`src/rtl/csr_pkg.sv`:
```
// csr_pkg: CSR addresses, op encodings, interrupt codes and mstatus bit positions
package csr_pkg;
   typedef enum logic [1:0] {OP_NONE = 2'b00, OP_RW = 2'b01, OP_RS = 2'b10, OP_RC = 2'b11} csr_op_e;
   localparam logic [11:0] CSR_CYCLE         = 12'hC00;
   localparam logic [11:0] CSR_INSTRET       = 12'hC02;
   localparam logic [11:0] CSR_CYCLEH        = 12'hC80;
   localparam logic [11:0] CSR_INSTRETH      = 12'hC82;
   localparam logic [11:0] CSR_MCYCLE        = 12'hB00;
   localparam logic [11:0] CSR_MINSTRET      = 12'hB02;
   localparam logic [11:0] CSR_MHPMCOUNTER3  = 12'hB03;
   localparam logic [11:0] CSR_MCYCLEH       = 12'hB80;
   localparam logic [11:0] CSR_MINSTRETH     = 12'hB82;
   localparam logic [11:0] CSR_MHPMCOUNTER3H = 12'hB83;
   localparam logic [11:0] CSR_MHPMEVENT3    = 12'h323;
   localparam logic [11:0] CSR_MVENDORID     = 12'hF11;
   localparam logic [11:0] CSR_MARCHID       = 12'hF12;
   localparam logic [11:0] CSR_MIMPID        = 12'hF13;
   localparam logic [11:0] CSR_MHARTID       = 12'hF14;
   localparam logic [11:0] CSR_MSTATUS       = 12'h300;
   localparam logic [11:0] CSR_MISA          = 12'h301;
   localparam logic [11:0] CSR_MIE           = 12'h304;
   localparam logic [11:0] CSR_MTVEC         = 12'h305;
   localparam logic [11:0] CSR_MSTATUSH      = 12'h310;
   localparam logic [11:0] CSR_MCOUNTINHIBIT = 12'h320;
   localparam logic [11:0] CSR_MSCRATCH      = 12'h340;
   localparam logic [11:0] CSR_MEPC          = 12'h341;
   localparam logic [11:0] CSR_MCAUSE        = 12'h342;
   localparam logic [11:0] CSR_MTVAL         = 12'h343;
   localparam logic [11:0] CSR_MIP           = 12'h344;
   localparam logic [4:0]  IRQ_MSI           = 5'd3;
   localparam logic [4:0]  IRQ_MTI           = 5'd7;
   localparam logic [4:0]  IRQ_MEI           = 5'd11;
   localparam int          MSTATUS_MIE       = 3;
   localparam int          MSTATUS_MPIE      = 7;
   localparam logic [31:0] MSTATUS_MPP       = 32'h0000_1800;
   localparam logic [31:0] MIE_MASK          = 32'h0000_0888;
   localparam logic [31:0] MISA_VAL          = 32'h4000_0100;
endpackage

```
`src/rtl/csr_counter.sv`:
```
// csr_counter: wide event counter with independently writable 32-bit low/high halves
module csr_counter #(
   parameter int CNT_WIDTH = 64
) (
   input  logic                 clk_i,
   input  logic                 rst_i,
   input  logic                 inc_i,
   input  logic                 inhibit_i,
   input  logic                 we_lo_i,
   input  logic                 we_hi_i,
   input  logic [31:0]          wdata_i,
   output logic [CNT_WIDTH-1:0] value_o
);
   logic [CNT_WIDTH-1:0] value_q;
   always_ff @(posedge clk_i) begin
      if (rst_i) value_q <= '0;
      else if (we_lo_i) value_q <= {value_q[CNT_WIDTH-1:32], wdata_i};
      else if (we_hi_i) value_q <= {wdata_i[CNT_WIDTH-33:0], value_q[31:0]};
      else if (inc_i && !inhibit_i) value_q <= value_q + CNT_WIDTH'(1);
   end
   assign value_o = value_q;
endmodule

```
`src/rtl/csr_file_trap.sv`:
```
// csr_file_trap: machine-mode CSR file with counters, trap/mret sequencing and interrupts
module csr_file_trap
   import csr_pkg::*;
#(
   parameter logic [31:0] VEND_ID     = 32'h0,
   parameter logic [31:0] ARCH_ID     = 32'h0,
   parameter logic [31:0] IMPL_ID     = 32'h0,
   parameter logic [31:0] HART_ID     = 32'h0,
   parameter int          NUM_HPM     = 4,
   parameter int          CNT_WIDTH   = 64,
   parameter logic [31:0] MTVEC_RESET = 32'h0
) (
   input  logic               clk_i,
   input  logic               rst_i,
   input  logic [11:0]        addr_i,
   input  logic [31:0]        data_i,
   input  logic [1:0]         op_i,
   input  logic               we_i,
   output logic [31:0]        data_o,
   output logic               illegal_o,
   input  logic               instr_retired_i,
   input  logic [NUM_HPM-1:0] hpm_event_i,
   input  logic               irq_ext_i,
   input  logic               irq_timer_i,
   input  logic               irq_soft_i,
   input  logic               trap_i,
   input  logic [4:0]         trap_cause_i,
   input  logic               trap_is_intr_i,
   input  logic [31:0]        trap_epc_i,
   input  logic [31:0]        trap_tval_i,
   input  logic               mret_i,
   output logic [31:0]        trap_vec_o,
   output logic [31:0]        mepc_o,
   output logic               intr_pending_o,
   output logic [4:0]         intr_cause_o
);
   localparam int          HN       = (NUM_HPM > 0) ? NUM_HPM : 1;
   localparam logic [31:0] MCI_MASK = 32'h5 | (((32'h1 << NUM_HPM) - 32'h1) << 3);
   logic                 mstatus_mie_q, mstatus_mpie_q;
   logic [31:0]          mtvec_q, mie_q, mscratch_q, mepc_q, mcause_q, mtval_q, mcinh_q;
   logic [2:0]           irq_q;
   logic [CNT_WIDTH-1:0] cy_val, ir_val;
   logic [CNT_WIDTH-1:0] hpm_val [HN];
   logic [31:0]          rdata, wval, mstatus, mip, pend, tbase;
   logic                 impl, wr;
   assign mstatus = MSTATUS_MPP | ({31'b0, mstatus_mpie_q} << MSTATUS_MPIE) | ({31'b0, mstatus_mie_q} << MSTATUS_MIE);
   assign mip     = {20'b0, irq_q[2], 3'b0, irq_q[1], 3'b0, irq_q[0], 3'b0};
   always_comb begin
      rdata = '0;
      impl  = 1'b1;
      case (addr_i)
         CSR_CYCLE, CSR_MCYCLE:       rdata = cy_val[31:0];
         CSR_CYCLEH, CSR_MCYCLEH:     rdata = 32'(cy_val >> 32);
         CSR_INSTRET, CSR_MINSTRET:   rdata = ir_val[31:0];
         CSR_INSTRETH, CSR_MINSTRETH: rdata = 32'(ir_val >> 32);
         CSR_MVENDORID:               rdata = VEND_ID;
         CSR_MARCHID:                 rdata = ARCH_ID;
         CSR_MIMPID:                  rdata = IMPL_ID;
         CSR_MHARTID:                 rdata = HART_ID;
         CSR_MISA:                    rdata = MISA_VAL;
         CSR_MSTATUS:                 rdata = mstatus;
         CSR_MSTATUSH:                rdata = '0;
         CSR_MTVEC:                   rdata = mtvec_q;
         CSR_MIE:                     rdata = mie_q;
         CSR_MIP:                     rdata = mip;
         CSR_MSCRATCH:                rdata = mscratch_q;
         CSR_MEPC:                    rdata = mepc_q;
         CSR_MCAUSE:                  rdata = mcause_q;
         CSR_MTVAL:                   rdata = mtval_q;
         CSR_MCOUNTINHIBIT:           rdata = mcinh_q;
         default: begin
            impl = 1'b0;
            for (int i = 0; i < NUM_HPM; i++) begin
               if (addr_i == CSR_MHPMCOUNTER3 + 12'(i)) begin rdata = hpm_val[i][31:0]; impl = 1'b1; end
               if (addr_i == CSR_MHPMCOUNTER3H + 12'(i)) begin rdata = 32'(hpm_val[i] >> 32); impl = 1'b1; end
               if (addr_i == CSR_MHPMEVENT3 + 12'(i)) impl = 1'b1;
            end
         end
      endcase
   end
   assign data_o    = rdata;
   assign illegal_o = !impl || (we_i && op_i != OP_NONE && addr_i[11:10] == 2'b11);
   assign wval      = (op_i == OP_RW) ? data_i : (op_i == OP_RS) ? (rdata | data_i) : (rdata & ~data_i);
   // trap and mret outrank the CSR write, which is then dropped
   assign wr        = we_i && op_i != OP_NONE && !illegal_o && !trap_i && !mret_i;
   csr_counter #(.CNT_WIDTH(CNT_WIDTH)) u_cycle (
      .clk_i, .rst_i, .inc_i(1'b1), .inhibit_i(mcinh_q[0]),
      .we_lo_i(wr && addr_i == CSR_MCYCLE), .we_hi_i(wr && addr_i == CSR_MCYCLEH),
      .wdata_i(wval), .value_o(cy_val));
   csr_counter #(.CNT_WIDTH(CNT_WIDTH)) u_instret (
      .clk_i, .rst_i, .inc_i(instr_retired_i), .inhibit_i(mcinh_q[2]),
      .we_lo_i(wr && addr_i == CSR_MINSTRET), .we_hi_i(wr && addr_i == CSR_MINSTRETH),
      .wdata_i(wval), .value_o(ir_val));
   for (genvar g = 0; g < NUM_HPM; g++) begin : g_hpm
      csr_counter #(.CNT_WIDTH(CNT_WIDTH)) u_hpm (
         .clk_i, .rst_i, .inc_i(hpm_event_i[g]), .inhibit_i(mcinh_q[3+g]),
         .we_lo_i(wr && addr_i == CSR_MHPMCOUNTER3 + 12'(g)), .we_hi_i(wr && addr_i == CSR_MHPMCOUNTER3H + 12'(g)),
         .wdata_i(wval), .value_o(hpm_val[g]));
   end
   if (NUM_HPM == 0) begin : g_nohpm
      assign hpm_val[0] = '0;
   end
   always_ff @(posedge clk_i) begin
      if (rst_i) begin
         mstatus_mie_q  <= 1'b0;
         mstatus_mpie_q <= 1'b0;
         mtvec_q        <= MTVEC_RESET;
         mie_q          <= '0;
         mscratch_q     <= '0;
         mepc_q         <= '0;
         mcause_q       <= '0;
         mtval_q        <= '0;
         mcinh_q        <= '0;
         irq_q          <= '0;
      end else begin
         irq_q <= {irq_ext_i, irq_timer_i, irq_soft_i};
         if (trap_i) begin
            mepc_q         <= trap_epc_i & ~32'h1;
            mcause_q       <= {trap_is_intr_i, 26'b0, trap_cause_i};
            mtval_q        <= trap_tval_i;
            mstatus_mpie_q <= mstatus_mie_q;
            mstatus_mie_q  <= 1'b0;
         end else if (mret_i) begin
            mstatus_mie_q  <= mstatus_mpie_q;
            mstatus_mpie_q <= 1'b1;
         end else if (wr) begin
            case (addr_i)
               CSR_MSTATUS: begin
                  mstatus_mie_q  <= wval[MSTATUS_MIE];
                  mstatus_mpie_q <= wval[MSTATUS_MPIE];
               end
               CSR_MTVEC:         mtvec_q    <= wval;
               CSR_MIE:           mie_q      <= wval & MIE_MASK;
               CSR_MSCRATCH:      mscratch_q <= wval;
               CSR_MEPC:          mepc_q     <= wval & ~32'h1;
               CSR_MCAUSE:        mcause_q   <= wval;
               CSR_MTVAL:         mtval_q    <= wval;
               CSR_MCOUNTINHIBIT: mcinh_q    <= wval & MCI_MASK;
               default: ;
            endcase
         end
      end
   end
   assign pend           = mip & mie_q;
   assign intr_pending_o = mstatus_mie_q && |pend;
   assign intr_cause_o   = pend[11] ? IRQ_MEI : pend[3] ? IRQ_MSI : pend[7] ? IRQ_MTI : 5'd0;
   assign tbase          = {mtvec_q[31:2], 2'b00};
   assign trap_vec_o     = (mtvec_q[1:0] == 2'b01 && trap_is_intr_i) ? tbase + {25'b0, trap_cause_i, 2'b00} : tbase;
   assign mepc_o         = mepc_q;
endmodule

```
`config.mk`:
```
export PLATFORM = sky130hd
export DESIGN_NAME = csr_file_trap
export DESIGN_NICKNAME = d
export VERILOG_FILES = /design/src/rtl/csr_pkg.sv /design/src/rtl/csr_counter.sv /design/src/rtl/csr_file_trap.sv
export SDC_FILE = /design/constraint.sdc
export NUM_CORES = 2
export LEC_CHECK = 0
export ABC_CLOCK_PERIOD_IN_PS = 3700
export CAP_MARGIN = 25
export CORE_MARGIN = 5
export CORE_UTILIZATION = 40
export CTS_CLUSTER_SIZE = 10
export DETAILED_ROUTE_END_ITERATION = 6
export DONT_BUFFER_PORTS = 1
export SYNTH_ARGS = -nofsm -noshare
export SYNTH_HDL_FRONTEND = slang
export SYNTH_SLANG_ARGS = --single-unit
```
`constraint.sdc`:
```
create_clock -name clk_i -period 3.7 [get_ports clk_i]
set_clock_uncertainty 0.05 [all_clocks]
set_input_delay 0.555 -clock clk_i [delete_from_list [all_inputs] [get_ports clk_i]]
set_output_delay 0.555 -clock clk_i [all_outputs]
set_load 0.01 [all_outputs]
```
; After elaboration in Yosys (flattened, before gate mapping)
; Cells that the tools add are included.
[classes]
add_sub_neg = 7
eq_ne = 48
mux = 65
bitwise_logic = 13
n_reduce_logical = 83
[ops]
columns = op, n
row1 = 2-to-1 mux 32 bit, 29
row2 = 2-to-1 mux 64 bit, 12
row3 = one-hot mux 32 bit (15 select lines), 1
row4 = adder 64 x 1 -> 64 bit (second input constant), 6
row5 = equality test 12 bit (second input constant), 20
row6 = equality test 12 x 10 -> 1 bit (second input constant), 15
row7 = nonzero test 2 bit, 17
row8 = adder 32 x 7 -> 32 bit, 1
row9 = bitwise AND 32 bit, 1
row10 = inverter 32 bit, 1
row11 = OR 32 bit, 1
row12 = OR reduction 32 bit, 1
row13 = AND reduction 2 bit, 14
row14 = logical AND 1 bit, 24
row15 = OR reduction 23 bit, 1
row16 = 2-to-1 mux 1 bit, 20
row17 = inequality test 2 x 1 -> 1 bit (second input constant), 8
row18 = AND reduction 4 bit, 4
row19 = OR 13 x 4 -> 13 bit, 1
row20 = bitwise AND 12 bit, 1
row21 = AND reduction 3 bit, 4
row22 = OR reduction 2 bit, 5
row23 = logical NOT 1 bit, 9
row24 = inverter 1 bit, 8
row25 = 8 further kinds, 12
[word_totals]
reg_bits = 557
in_bits = 129

; Longest topological paths before layout
[depth]
ltp_word = 23
ltp_mapped = 13
ltp_nobuf = 10

; Hierarchy
; From an unflattened synthesis, not the netlist that was laid out.
[unflattened]
hier_cells = 5160
area_unflattened_um2 = 39374.0
[by_module_without_submodules]
columns = module, n_inst, cells_each, area_per_inst_um2, seq_area_each_um2
row1 = csr_counter, 6, 560, 4230.3, 1281.2
row2 = csr_file_trap, 1, 1800, 13992.2, 3463.3

; Worst setup path before layout
; Ideal clock, no wire load.
[synth_path]
kind = input -> output
start = input port addr_i[4]
end = output port data_o[16]
t_arrival_ns = 2.606
setup_slack_ns = 0.489
path_stages = 10
path_cell_list = buf_2 > nor4b_1 > buf_2 > nand3_4 > o211a_1 > nand2_1 > buf_6 > buf_6 > buf_2 > mux2i_1
[synth_between]
elab_chain_len = 10
elab_cells_between_ends = 45
[synth_lines]
columns = element, line
row1 = "start, declared", csr_file_trap.sv:15  ; input logic [11:0] addr_i,
row2 = equality test 12 bit, csr_file_trap.sv:74  ; if (addr_i == CSR_MHPMCOUNTER3 + 12'(i)) begin rdata = hpm_val[i][31:0]; impl = 1'b1; end
row3 = 2-to-1 mux 32 bit, csr_file_trap.sv:74
row4 = 2-to-1 mux 32 bit, csr_file_trap.sv:75  ; if (addr_i == CSR_MHPMCOUNTER3H + 12'(i)) begin rdata = 32'(hpm_val[i] >> 32); impl = 1'b1; end
row5 = 2-to-1 mux 32 bit, csr_file_trap.sv:74
row6 = 2-to-1 mux 32 bit, csr_file_trap.sv:75
row7 = 2-to-1 mux 32 bit, csr_file_trap.sv:74
row8 = 2-to-1 mux 32 bit, csr_file_trap.sv:75
row9 = 2-to-1 mux 32 bit, csr_file_trap.sv:74
row10 = 2-to-1 mux 32 bit, csr_file_trap.sv:75
row11 = one-hot mux 32 bit (15 select lines) (*), csr_file_trap.sv:51  ; case (addr_i)
row12 = "end, declared", csr_file_trap.sv:19  ; output logic [31:0] data_o,
; Every way passes the cells marked *; elsewhere a longest branch is shown, timed or not.

; Final worst setup path
[layout_path]
start = input port addr_i[0]
end = output port data_o[27]
; Same word-level chain as after synthesis.

==> flow_summary.ini <==
[outcome]
status = finished with violations
violations = setup timing

[sta]
layout_setup_ws_ns = -0.308
finalMaxSlewViolations = 0
worst_pin_slew_ns = 1.21
fmax_mhz = 249
period_share_pct = 108
rsz0062_at_grt = true
finalSetupViolations = 17
post-route-min-period_ns = 4.01
max-slew-margin-rel_pct = 19.0
hold_viol = 0
tns_ns = -2.14

[critical_path]
crit_buf_inv = 2
crit_family = compound AO/OA/AOI/OAI gates
cp.required_ns = 3.09
critPathLaunchType = input pin
cp_slowest_cell = a2111oi_2
max_stage_delay_ns = 0.85
cp_max_fo = 112
crit_chain = and4bb_2, a22oi_1, a21oi_1, a2111oi_2, mux2i_1, buf_4, buf_4
arrival_ns = 3.40
crit_path_end_kind = output port
path_common_cell = buf_4
critPathKind = input pin to output port

[yosys]
synth_edf_count = 0
ys_warn_count = 0
ys_ff_latch = 557
yosysSeqAreaShare_pct = 29.7
postSynthCellCount = 4839
yosysMostFrequentCell = dfxtp_1
synthTopCellsByArea = dfxtp_1 30%, nand2_1 4.0%, o21ai_0 3.9%
ys_top_cells_by_count = 557 x dfxtp_1, 402 x nand2_1, 299 x nor2_1, 290 x o21ai_0, 284 x a21oi_1
ys_async_sr_fraction_pct = 0
ys_types = 122
synth_top_area_share_pct = 29.7
synth_ff_type = dfxtp_1
yosys.area.top_type = dfxtp_1
avgSynthCellArea_um2 = 7.76
syn-cell-area_um2 = 37500

[detailed_routing]
wl_met2_um = 94600
wl_per_cell_um = 36.4
postRouteAntennaNets = 0
vias = 45100
drt_first_pass_iters = 7
vias_per_cell = 7.19
drc = 0
wl_met3_um = 28400
drt_iter0_drc = 7046
drt_wl_total_um = 228000
dr.max_layer_used = met5
wl_met1_um = 85400

[cts]
clock-sinks = 557
insertion_delay_ns = 0.67
cts_made_buffers = 72
htreeDepth = 3
cts_tree = built
clk_pin_slew_worst_paths_ns = 0.06
cts_root_buf = clkbuf_16
clk_path_buf_depth = 3

[finish]
layout-drive-gt1-share_pct = 14.5
fin_cells = 6269
fin_nets = 5107
area_growth_pct = 17.9
final_core_util_pct = 47.5

[floorplanning]
die_x_um = 316
core_um2 = 93200
rows = 112
dieArea_um2 = 100000
die_y_um = 316
start_util_pct = 40.3
io-pin-count = 232

[place]
pre_cts_slack_ns = -0.0151
numPortBuffers = 0
place.gp.congestion = 1.09
hpwl_um = 168000
place_inst = 6116

[power]
irDropWorstVdd_mv = 0.297
power_density_nw_per_um2 = 337
power_leakage_nw = 14.6
total_power_mw = 14.9

[global_routing]
grt_usage_pct = 43.4
grt_pass1_vias = 40100
antenna_found_initial = 15
gr-total-overflow = 0
grt_max_degree = 242
grt_pass1_wl_um = 315000

[min_path]
min_path_type = input pin to flip-flop

[job]
drv_cap = 0
==> layer usage <==
metal / vias up / GRT usage, %
li1: 19000 / -
met1: 21800 / 55.6
met2: 3561 / 63.8
met3: 761 / 11.8
met4: 8 / 29.0
met5: - / 0
==> worst paths after layout <==
path / from / to / slack [ns] / cells past startpoint
hold / removal: trap_epc_i[4] / mepc_o[4] / 0.01 / 2
setup reg to reg: u_cycle.value_o[12] / u_cycle.value_o[62] / 0.47 / 8
hold reg to reg: mcause_q[12] / mcause_q[12] / 0.40 / 2
setup / recovery: addr_i[0] / data_o[27] / -0.31 / 7
==> through the flow <==
step / hold WS, ns / instance area [um^2]
global placement: 0.383 / 41600
floorplan: 0.374 / 37500
global route: 0.0104 / 44200
detailed placement: 0.391 / 41600
CTS: 0.000367 / 44100
finish: 0.0137 / 44300
==> flip-flops by register name, summed over array words and instances, names as in the netlist <==
name and flops:
g_hpm.u_hpm.value_o 256, mtvec_q 32, mscratch_q 32, u_cycle.value_o 64
irq_q 3, mstatus_mie_q 1, mcause_q 32, mie_q 3
mtval_q 32, mstatus_mpie_q 1, u_instret.value_o 64, mcinh_q 6
mepc_o 31
==> final cells by class <==
class / instances / area (um^2)
multi-input cells: 3777 / 24400
flip-flops and latches: 557 / 11200
clock inverters: 13 / 129
fillers: 9268 / 48900
inverters: 85 / 324
well taps: 1254 / 1570
clock buffers: 96 / 2070
repair buffers: 473 / 4550
diodes: 14 / 35.0
==> kinds of logic after synthesis <==
group	share of synthesized area, %
simple gates	25.4
fa+ha+maj	0.420
xor+xnor	4.78
compound gates	30.9
buf+inv	5.92
mux	2.85
flops	29.7
other cells	0.00999
==> placed cells by master, fill, tap and decap left out, types with 21 or more instances in the layout <==
master / count
nand3_1: 240
or4_1: 37
o211ai_1: 97
clkbuf_16: 75
and3_1: 115
nor4_1: 75
inv_1: 83
a221oi_1: 45
buf_12: 72
xnor2_1: 134
o2bb2ai_1: 62
and2_1: 38
o21ai_1: 40
nor2_1: 292
a22oi_1: 120
dfxtp_1: 555
nor2b_1: 24
dlygate4sd3_1: 23
or3_1: 26
a21oi_1: 281
o221ai_1: 25
o22ai_1: 160
xor2_1: 68
mux2i_1: 82
a31oi_1: 114
buf_4: 374
a211oi_1: 118
nand4_1: 137
o21ai_0: 289
a22o_1: 25
nor3_1: 141
and4_1: 59
o31ai_1: 21
nand2_1: 402
==> power by group <==
group          internal, mW  switching (mW)
Sequential             6.08           0.131
Clock                  4.01            2.94
Combinational         0.565            1.18
==> what timing repair did <==
action	in CTS	in global routing
pin swaps	1	4
buffers inserted	1	3
setup endpoints to repair	13	19
hold buffers	25	0
hold endpoints to repair	81	0
gates cloned	0	0
gates resized for setup	9	16
No activity file was read; power rests on OpenSTA's default activity.
